File: config.mk
export PLATFORM = sky130hd
export DESIGN_NAME = hub75_bcm_scheduler
export DESIGN_NICKNAME = d
export VERILOG_FILES = /design/src/rtl/hub75_pkg.sv /design/src/rtl/bcm_display_timer.sv /design/src/rtl/hub75_bcm_scheduler.sv
export SDC_FILE = /design/constraint.sdc
export NUM_CORES = 1
export LEC_CHECK = 0
export BUFFER_PORTS_ARGS = -buffer_cell sky130_fd_sc_hd__buf_2
export CAP_MARGIN = 30
export CORE_ASPECT_RATIO = 0.75
export CORE_MARGIN = 3
export CORE_UTILIZATION = 40
export CTS_BUF_LIST = sky130_fd_sc_hd__clkbuf_4 sky130_fd_sc_hd__clkbuf_8
export CTS_CLUSTER_DIAMETER = 100
export DETAILED_ROUTE_END_ITERATION = 8
export PLACE_DENSITY = 0.56
export SETUP_SLACK_MARGIN = 0.15
export SKIP_LAST_GASP = 1
export SLEW_MARGIN = 20
export SYNTH_ARGS = -nofsm -noshare
export SYNTH_HDL_FRONTEND = slang
export SYNTH_SLANG_ARGS = --single-unit
File: constraint.sdc
create_clock -name clk -period 6.4 [get_ports clk]
set_input_delay 0.32 -clock clk [delete_from_list [all_inputs] [get_ports clk]]
set_output_delay 0.32 -clock clk [all_outputs]
set_load 0.01 [all_outputs]
File: src/rtl/hub75_pkg.sv
// Shared definitions for the HUB75 panel drivers: scan-state encoding, the fixed
// number of cycles spent between bit-planes, and a constant-width helper.
package hub75_pkg;

    typedef enum logic [6:0] {
        S_IDLE    = 7'b000_0001,
        S_SHIFT   = 7'b000_0010,
        S_WAIT    = 7'b000_0100,
        S_BLANK   = 7'b000_1000,
        S_LATCH   = 7'b001_0000,
        S_UNLATCH = 7'b010_0000,
        S_UNBLANK = 7'b100_0000
    } scan_state_e;

    // BLANK, LATCH, UNLATCH and UNBLANK sit between every pair of planes.
    localparam int LATCH_OVERHEAD = 4;

    function automatic int clog2(input int value);
        int result;
        int v;
        result = 0;
        v      = value - 1;
        while (v > 0) begin
            result = result + 1;
            v      = v >> 1;
        end
        return result;
    endfunction

endpackage

File: src/rtl/bcm_display_timer.sv
// Down-counter that times how long one BCM plane stays lit. expire_pulse is high
// in the cycle whose closing edge takes the count from 1 to 0.
module bcm_display_timer #(
    parameter int W = 15
) (
    input  logic         clk,
    input  logic         reset_n,
    input  logic         load,
    input  logic [W-1:0] load_val,
    output logic         busy,
    output logic         expire_pulse
);

    logic [W-1:0] count_q, count_d;

    always_comb begin
        count_d = count_q;
        if (load) begin
            count_d = load_val;
        end else if (count_q != '0) begin
            count_d = count_q - W'(1);
        end
    end

    assign busy         = (count_q != '0);
    assign expire_pulse = !load && (count_q == W'(1));

    always_ff @(posedge clk or negedge reset_n) begin
        if (!reset_n) begin
            count_q <= '0;
        end else begin
            count_q <= count_d;
        end
    end

endmodule

File: src/rtl/hub75_bcm_scheduler.sv
// HUB75 scan scheduler: walks row x bit-plane, pulls one column pair per handshake,
// and overlaps the shift of the next plane with the display of the current one.
module hub75_bcm_scheduler
    import hub75_pkg::*;
#(
    parameter int WIDTH       = 64,
    parameter int ADDR_BITS   = 5,
    parameter int PLANES      = 8,
    parameter int BRIGHT_BITS = 8
) (
    input  logic                       clk,
    input  logic                       reset_n,
    input  logic                       enable,
    input  logic [BRIGHT_BITS-1:0]     brightness,
    output logic                       px_req,
    output logic [clog2(WIDTH)-1:0]    px_x,
    output logic [ADDR_BITS-1:0]       px_row,
    output logic [clog2(PLANES)-1:0]   px_plane,
    input  logic                       px_ack,
    input  logic [2:0]                 px_rgb0,
    input  logic [2:0]                 px_rgb1,
    output logic [2:0]                 led_rgb0,
    output logic [2:0]                 led_rgb1,
    output logic [ADDR_BITS-1:0]       led_addr,
    output logic                       led_blank,
    output logic                       led_latch,
    output logic                       sclk_ena,
    output logic                       frame_start
);

    localparam int XW = clog2(WIDTH);
    localparam int PW = clog2(PLANES);
    localparam int TW = BRIGHT_BITS + PLANES - 1;

    scan_state_e            state_q, state_d;
    logic [XW-1:0]          x_q, x_d;
    logic [ADDR_BITS-1:0]   row_q, row_d;
    logic [PW-1:0]          plane_q, plane_d;
    logic [BRIGHT_BITS-1:0] bright_q, bright_d;
    logic [2:0]             rgb0_q, rgb0_d;
    logic [2:0]             rgb1_q, rgb1_d;
    logic [ADDR_BITS-1:0]   addr_q, addr_d;
    logic                   blank_q, blank_d;
    logic                   latch_q, latch_d;
    logic                   sclk_q, sclk_d;
    logic                   fs_q, fs_d;

    logic                   tmr_load;
    logic [TW-1:0]          tmr_load_val;
    logic                   tmr_busy;
    logic                   tmr_expire;

    // The plane being latched is the one displayed, so its weight sets the on-time.
    assign tmr_load_val = TW'(bright_q) << plane_q;

    bcm_display_timer #(
        .W (TW)
    ) u_timer (
        .clk          (clk),
        .reset_n      (reset_n),
        .load         (tmr_load),
        .load_val     (tmr_load_val),
        .busy         (tmr_busy),
        .expire_pulse (tmr_expire)
    );

    always_comb begin
        // NOTE: every signal gets a default before the case so no path leaves one
        // unassigned; otherwise synthesis infers a latch to hold the old value.
        state_d  = state_q;
        x_d      = x_q;
        row_d    = row_q;
        plane_d  = plane_q;
        bright_d = bright_q;
        rgb0_d   = rgb0_q;
        rgb1_d   = rgb1_q;
        addr_d   = addr_q;
        blank_d  = blank_q;
        latch_d  = latch_q;
        sclk_d   = 1'b0;
        fs_d     = 1'b0;
        tmr_load = 1'b0;

        if (tmr_expire) begin
            blank_d = 1'b1;
        end

        unique case (state_q)
            S_IDLE: begin
                if (!tmr_busy) begin
                    blank_d = 1'b1;
                end
                if (enable) begin
                    fs_d     = 1'b1;
                    bright_d = brightness;
                    row_d    = '0;
                    plane_d  = '0;
                    x_d      = '0;
                    state_d  = S_SHIFT;
                end
            end
            S_SHIFT: begin
                // Shift clock is only enabled behind a real data beat.
                if (px_ack) begin
                    rgb0_d = px_rgb0;
                    rgb1_d = px_rgb1;
                    sclk_d = 1'b1;
                    if (x_q == XW'(WIDTH - 1)) begin
                        x_d     = '0;
                        state_d = S_WAIT;
                    end else begin
                        x_d = x_q + XW'(1);
                    end
                end
            end
            S_WAIT: begin
                if (!tmr_busy) begin
                    state_d = S_BLANK;
                end
            end
            S_BLANK: begin
                blank_d = 1'b1;
                addr_d  = row_q;
                state_d = S_LATCH;
            end
            S_LATCH: begin
                latch_d = 1'b1;
                state_d = S_UNLATCH;
            end
            S_UNLATCH: begin
                latch_d = 1'b0;
                state_d = S_UNBLANK;
            end
            S_UNBLANK: begin
                if (bright_q != '0) begin
                    blank_d  = 1'b0;
                    tmr_load = 1'b1;
                end
                if (plane_q == PW'(PLANES - 1)) begin
                    plane_d = '0;
                    if (row_q == '1) begin
                        row_d    = '0;
                        fs_d     = 1'b1;
                        bright_d = brightness;
                    end else begin
                        row_d = row_q + ADDR_BITS'(1);
                    end
                end else begin
                    plane_d = plane_q + PW'(1);
                end
                state_d = enable ? S_SHIFT : S_IDLE;
            end
            default: state_d = S_IDLE;
        endcase
    end

    always_ff @(posedge clk or negedge reset_n) begin
        if (!reset_n) begin
            state_q  <= S_IDLE;
            x_q      <= '0;
            row_q    <= '0;
            plane_q  <= '0;
            bright_q <= '0;
            rgb0_q   <= '0;
            rgb1_q   <= '0;
            addr_q   <= '0;
            blank_q  <= 1'b1;
            latch_q  <= 1'b0;
            sclk_q   <= 1'b0;
            fs_q     <= 1'b0;
        end else begin
            // NOTE: non-blocking assignments so every flop samples the values from
            // before this edge, independent of statement order.
            state_q  <= state_d;
            x_q      <= x_d;
            row_q    <= row_d;
            plane_q  <= plane_d;
            bright_q <= bright_d;
            rgb0_q   <= rgb0_d;
            rgb1_q   <= rgb1_d;
            addr_q   <= addr_d;
            blank_q  <= blank_d;
            latch_q  <= latch_d;
            sclk_q   <= sclk_d;
            fs_q     <= fs_d;
        end
    end

    assign px_req      = (state_q == S_SHIFT);
    assign px_x        = x_q;
    assign px_row      = row_q;
    assign px_plane    = plane_q;
    assign led_rgb0    = rgb0_q;
    assign led_rgb1    = rgb1_q;
    assign led_addr    = addr_q;
    assign led_blank   = blank_q;
    assign led_latch   = latch_q;
    assign sclk_ena    = sclk_q;
    assign frame_start = fs_q;

endmodule

# ---- Word-level counts from Yosys, hierarchy flattened
# Cells that the tools add are included.
dict set report word_totals {
  regBits 59
  in_bits 18
  out_inout_bits 30
  elab_cells 85
}
dict set report op_classes {
  n_addsub 4
  n_eq_ne 17
  n_shift 1
  muxes 36
  reduce_logical 14
}
# cell n
set op_table {}
lappend op_table {{one-hot mux 7 bit (7 select lines)} 1}
lappend op_table {{two-way mux 15 bit} 2}
lappend op_table {{two-way mux 7 bit} 4}
lappend op_table {{two-way mux 8 bit} 3}
lappend op_table {{two-way mux 6 bit} 3}
lappend op_table {{one-hot mux 8 bit (2 select lines)} 1}
lappend op_table {{equality test 15 x 1 -> 1 bit (second input constant)} 1}
lappend op_table {{two-way mux 5 bit} 3}
lappend op_table {{nonzero test 15 bit} 1}
lappend op_table {{<< shifter 8 x 3 -> 15 bit} 1}
lappend op_table {{subtractor 15 x 1 -> 15 bit (second input constant)} 1}
lappend op_table {{one-hot mux 6 bit (2 select lines)} 1}
lappend op_table {{two-way mux 1 bit} 10}
lappend op_table {{one-hot mux 5 bit (2 select lines)} 1}
lappend op_table {{!= test 2 bit (second input constant)} 4}
lappend op_table {{AND reduction 4 bit} 2}
lappend op_table {{nonzero test 2 bit} 4}
lappend op_table {{nonzero test 8 bit} 1}
lappend op_table {{equality test 7 x 1 -> 1 bit (second input constant)} 1}
lappend op_table {{equality test 7 x 2 -> 1 bit (second input constant)} 1}
lappend op_table {{equality test 7 x 3 -> 1 bit (second input constant)} 1}
lappend op_table {{equality test 7 x 4 -> 1 bit (second input constant)} 1}
lappend op_table {{equality test 7 x 5 -> 1 bit (second input constant)} 1}
lappend op_table {{equality test 7 x 6 -> 1 bit (second input constant)} 1}
lappend op_table {{other kinds (17)} 22}

# ---- Logic depth before layout (Yosys ltp)
dict set report logic_depth {
  word_depth 8
  mapped_depth 7
  mapped_depth_nobuf 6
}

# ---- By module
# A second synthesis with hierarchy kept.
dict set report hier_totals {
  cells_unflattened 333
  area_unflattened_um2 3333.2
}
# mod n_inst cells_per_inst area_each_um2 seq_area_each_um2
set modules_own_cells {}
lappend modules_own_cells {hub75_bcm_scheduler 1 225 2369.8 1103.6}
lappend modules_own_cells {bcm_display_timer 1 108 963.4 375.4}

# ---- Worst setup path before layout
# Ideal clock, no wire load.
dict set report synth_timing {
  path_type {flip-flop to flip-flop}
  start {register state_q[4]}
  end {register rgb0_q[0] (netlist: led_rgb0[0])}
  setup_ns 0.125
  t_arrival_ns 1.948
  required_ns 6.275
  slack_ns 4.327
  stages_incl_launch_ff 7
  n_path_buf 2
  synth_period_minus_slack_ns 2.073
  path_cell_list {dfrtp_1 -> buf_6 -> or4_1 -> buf_4 -> nor3_2 -> nand2_2 -> mux2_2}
}
dict set report synth_via {
  elab_chain_cells 2
}
# element line
set synth_lines {}
lappend synth_lines {{from (decl)} hub75_bcm_scheduler.sv:35} ;# scan_state_e state_q, state_d;
lappend synth_lines {{from (signal assigned)} hub75_bcm_scheduler.sv:174} ;# state_q <= state_d;
lappend synth_lines {{equality test 7 x 2 -> 1 bit} n/a}
lappend synth_lines {{named net px_req} hub75_bcm_scheduler.sv:15} ;# output logic px_req,
lappend synth_lines {{AND reduction 2 bit (no source line)} n/a}
lappend synth_lines {{to (signal assigned)} hub75_bcm_scheduler.sv:179} ;# rgb0_q <= rgb0_d;
lappend synth_lines {{to (decl)} hub75_bcm_scheduler.sv:40} ;# logic [2:0] rgb0_q, rgb0_d;
# The timed path passes the listed nets, and every way through them passes these cells.
# A chain may end at the register's enable or synchronous reset.

# ---- Worst setup path in the final report
dict set report layout_timing {
  start {register state_q[4]}
  end {output port px_req}
}
dict set report layout_via {
  elab_chain_cells 1
}
# element line
set layout_lines {}
lappend layout_lines {{equality test 7 x 2 -> 1 bit} hub75_bcm_scheduler.sv:189} ;# assign px_req = (state_q == S_SHIFT);
lappend layout_lines {{to (decl)} hub75_bcm_scheduler.sv:15}
# No other way between the ends.

==> impl_metrics.env <==
export IMPL_root_buffer="clkbuf_8"
export IMPL_die_w_um=111
export IMPL_syn_inst=320
export IMPL_die_area_sq_mm=0.00937
export IMPL_fin_worst_skew_ns=0.00384
export IMPL_syn2layout_area_growth_pct=16.3
export IMPL_final_nets=389
export IMPL_start_kind="register"
export IMPL_cp_arrival_ns=2.15
export IMPL_status="finished clean"
export IMPL_seq_area_frac_synth=0.449
export IMPL_syn_nets=345
export IMPL_grt_use_met1=0.274
export IMPL_met3_usage=0.0569
export IMPL_grt_pass1_wl_um=13500
export IMPL_grt_start_max_net_pins=60
export IMPL_hold_viol_final=0
export IMPL_cts_max_path_buffers=2
export IMPL_syn_area_per_cell_sq_um=10.3
export IMPL_worst_path_buf_inv=1
export IMPL_cts_hold_buf=0
export IMPL_gp_congestion=0.855
export IMPL_min_path_type="in -> async"
export IMPL_drtIter0Drc=139
export IMPL_max_freq_ghz=0.405
export IMPL_grt_pass1_vias=2584
export IMPL_r2r_slack_ns=3.94
export IMPL_cp_top_family="simple AND/OR/NAND/NOR gates"
export IMPL_ys_ff_latch=59
export IMPL_finalWorstSetupSlack_ns=3.93
export IMPL_num_antenna_cells=0
export IMPL_fin_crit_sh=0.386
export IMPL_cts_setup_buffers=0
export IMPL_numPortBuffers=47
export IMPL_remaining_drc_errors=0
export IMPL_critical_path_max_stage_delay_ns=0.74
export IMPL_globalRouteMet2Util=0.232
export IMPL_required_ns=6.08
export IMPL_numCtsBuffers=9
export IMPL_final_antenna_net_count=0
export IMPL_cts_tree="built"
export IMPL_ctsResizeCount=0
export IMPL_power_uw=1170
export IMPL_rows=27
export IMPL_r2r_worst_path_cells=5
export IMPL_whs_ns=0.127
export IMPL_dpl_cell_count=454
export IMPL_maxSlewViolCount=0
export IMPL_relSlewSlack=0.408
export IMPL_synth_cell_types=58
export IMPL_ir_worst_vdd_uv=191
export IMPL_syn_area_sq_mm=0.00329
export IMPL_grt_busiest_layer="met1"
export IMPL_cp_depth=3
export IMPL_drv_cap=0
export IMPL_clkLatencyLatePin_ns=0.34
export IMPL_cts_sinks=59
export IMPL_crit_slowest_cell="or4_1"
export IMPL_ys_flop_type="dfrtp_1"
export IMPL_crit_path_max_fanout=10
export IMPL_core_sq_mm=0.00767
export IMPL_path_clk_slew_ns=0.07
export IMPL_firstDrtPassIters=4
export IMPL_fin_setup_tns_ns=0
export IMPL_gr_total_overflow=0
export IMPL_period_minus_slack_ns=2.47
export IMPL_vias=2682
export IMPL_setup_viol=0
export IMPL_start_util=0.430
export IMPL_p_per_area_mw_per_mm2=307
export IMPL_synth_edf_count=0
export IMPL_drt_wirelength_per_cell_um=16.8
export IMPL_endpoint_kind="output pin"
export IMPL_async_flop_share=1.00
export IMPL_track_usage=0.178
export IMPL_dpl_worst_slack_ns=3.94
export IMPL_drt_total_wl_um=7900
export IMPL_path_class="reg -> out"
export IMPL_num_io_pins=48
export IMPL_die_h_um=84.6
export IMPL_ys_warn_count=0
export IMPL_final_cell_count_no_fill=470
export IMPL_power_leakage_uw=0.00179
export IMPL_place_hpwl_um=5570
export IMPL_h_tree_depth=3
export IMPL_antenna_found_initial=0
export IMPL_drive_above_1_share=0.257
export IMPL_worstPathCellList="or4_1, nor3_2, buf_2"
export IMPL_rsz0062_at_grt="false"
export IMPL_tightest_slew_ns=0.880
export IMPL_viasPerCell=5.71
## path summary, 6_finish.rpt
kind	startpoint	to
min reg2reg	led_addr[3]$_DFFE_PN0P_	led_addr[3]$_DFFE_PN0P_
max reg2reg	px_plane[1]$_DFFE_PN0P_	bright_q[3]$_DFFE_PN0P_
max	state_q[4]$_DFFE_PN0P_	px_req
max in group asynchronous	reset_n	px_plane[1]$_DFFE_PN0P_
min	reset_n	led_addr[4]$_DFFE_PN0P_
min in group clk	brightness[7]	bright_q[7]$_DFFE_PN0P_
## cell usage in the layout, fill, tap and decap left out, drive strengths merged, types with 4 or more instances in the layout
master   n
nand3b   7
nand2   24
mux2    19
nor2     7
nor4     6
dfrtp   57
ha       7
xnor2    4
nor3b    5
a31oi    7
nand4    6
nand3   12
or4     10
a211oi   4
a21oi   11
inv      9
nor3    13
o211ai   4
clkbuf  12
o31ai    6
buf     49
mux2i   15
o21ai   18
o22ai    4
## layer usage
| metal | vias to the layer above | part of all wire | wire length (um) |
|---|---|---|---|
| li1 | 1315 | - | - |
| met2 | 84 | 0.39 | 3070 |
| met5 | - | 0 | 0 |
| met4 | 0 | 0.013 | 105 |
| met1 | 1272 | 0.53 | 4190 |
| met3 | 11 | 0.068 | 538 |
## registers in the layout, summed over array words and instances, names as in the netlist, 3 cells and up
register,count
state_q,7
led_addr,5
px_row,5
u_timer.count_q,15
led_rgb0,3
bright_q,8
px_x,6
led_rgb1,3
px_plane,3
## Yosys cell counts, types with 3 or more instances
cell	count	area [sq um]
dfrtp_1	57	1430
nand2_1	23	86.3
mux2_2	19	214
o21ai_0	18	90.1
mux2i_1	15	150
clkbuf_1	12	45.0
nand3_1	12	60.1
a21oi_1	11	55.1
nor3_1	11	55.1
or4_1	10	75.1
inv_1	9	33.8
a31oi_1	7	43.8
ha_1	7	87.6
nand3b_1	7	52.6
nor2_1	7	26.3
nand4_1	6	37.5
o31ai_1	6	45.0
nor3b_1	5	37.5
nor4_1	5	31.3
a211oi_1	4	30.0
o211ai_1	4	30.0
o22ai_1	4	25.0
xnor2_1	4	35.0
and2_1	3	18.8
and3_1	3	18.8
nand2b_1	3	18.8
nor4b_1	3	26.3
nor4bb_1	3	30.0
o41ai_1	3	26.3
xor2_1	3	26.3
## power by group
group          switching, uW  internal, uW
registers               67.3           433
clock network            152           244
logic                    144           133
total                    363           811
## cell type report
class | count | area (sq um)
Fill cell | 726 | 3840
Multi-Input combinational cell | 236 | 1710
Sequential cell | 59 | 1480
Timing Repair Buffer | 49 | 250
Clock buffer | 12 | 159
Tap cell | 101 | 126
Clock inverter | 4 | 72.6
Inverter | 9 | 33.8
## cell families after synthesis
logic type / share of synthesized area
flip-flops: 0.449
AND/OR/NAND/NOR: 0.211
buffers and inverters: 0.0323
adder cells (fa/ha/maj): 0.0266
AO/OA/AOI/OAI: 0.145
multiplexers: 0.117
XOR/XNOR: 0.0186
## through the flow
stage / area [sq um] / util
3_5_place_dp: 3600 / 0.469
3_3_place_gp: 3600 / 0.469
2_1_floorplan: 3290 / -
4_1_cts: 3830 / 0.499
5_1_grt: 3830 / 0.499
6_report: 3830 / 0.499
Note: power is estimated with default switching activity, not from simulation.
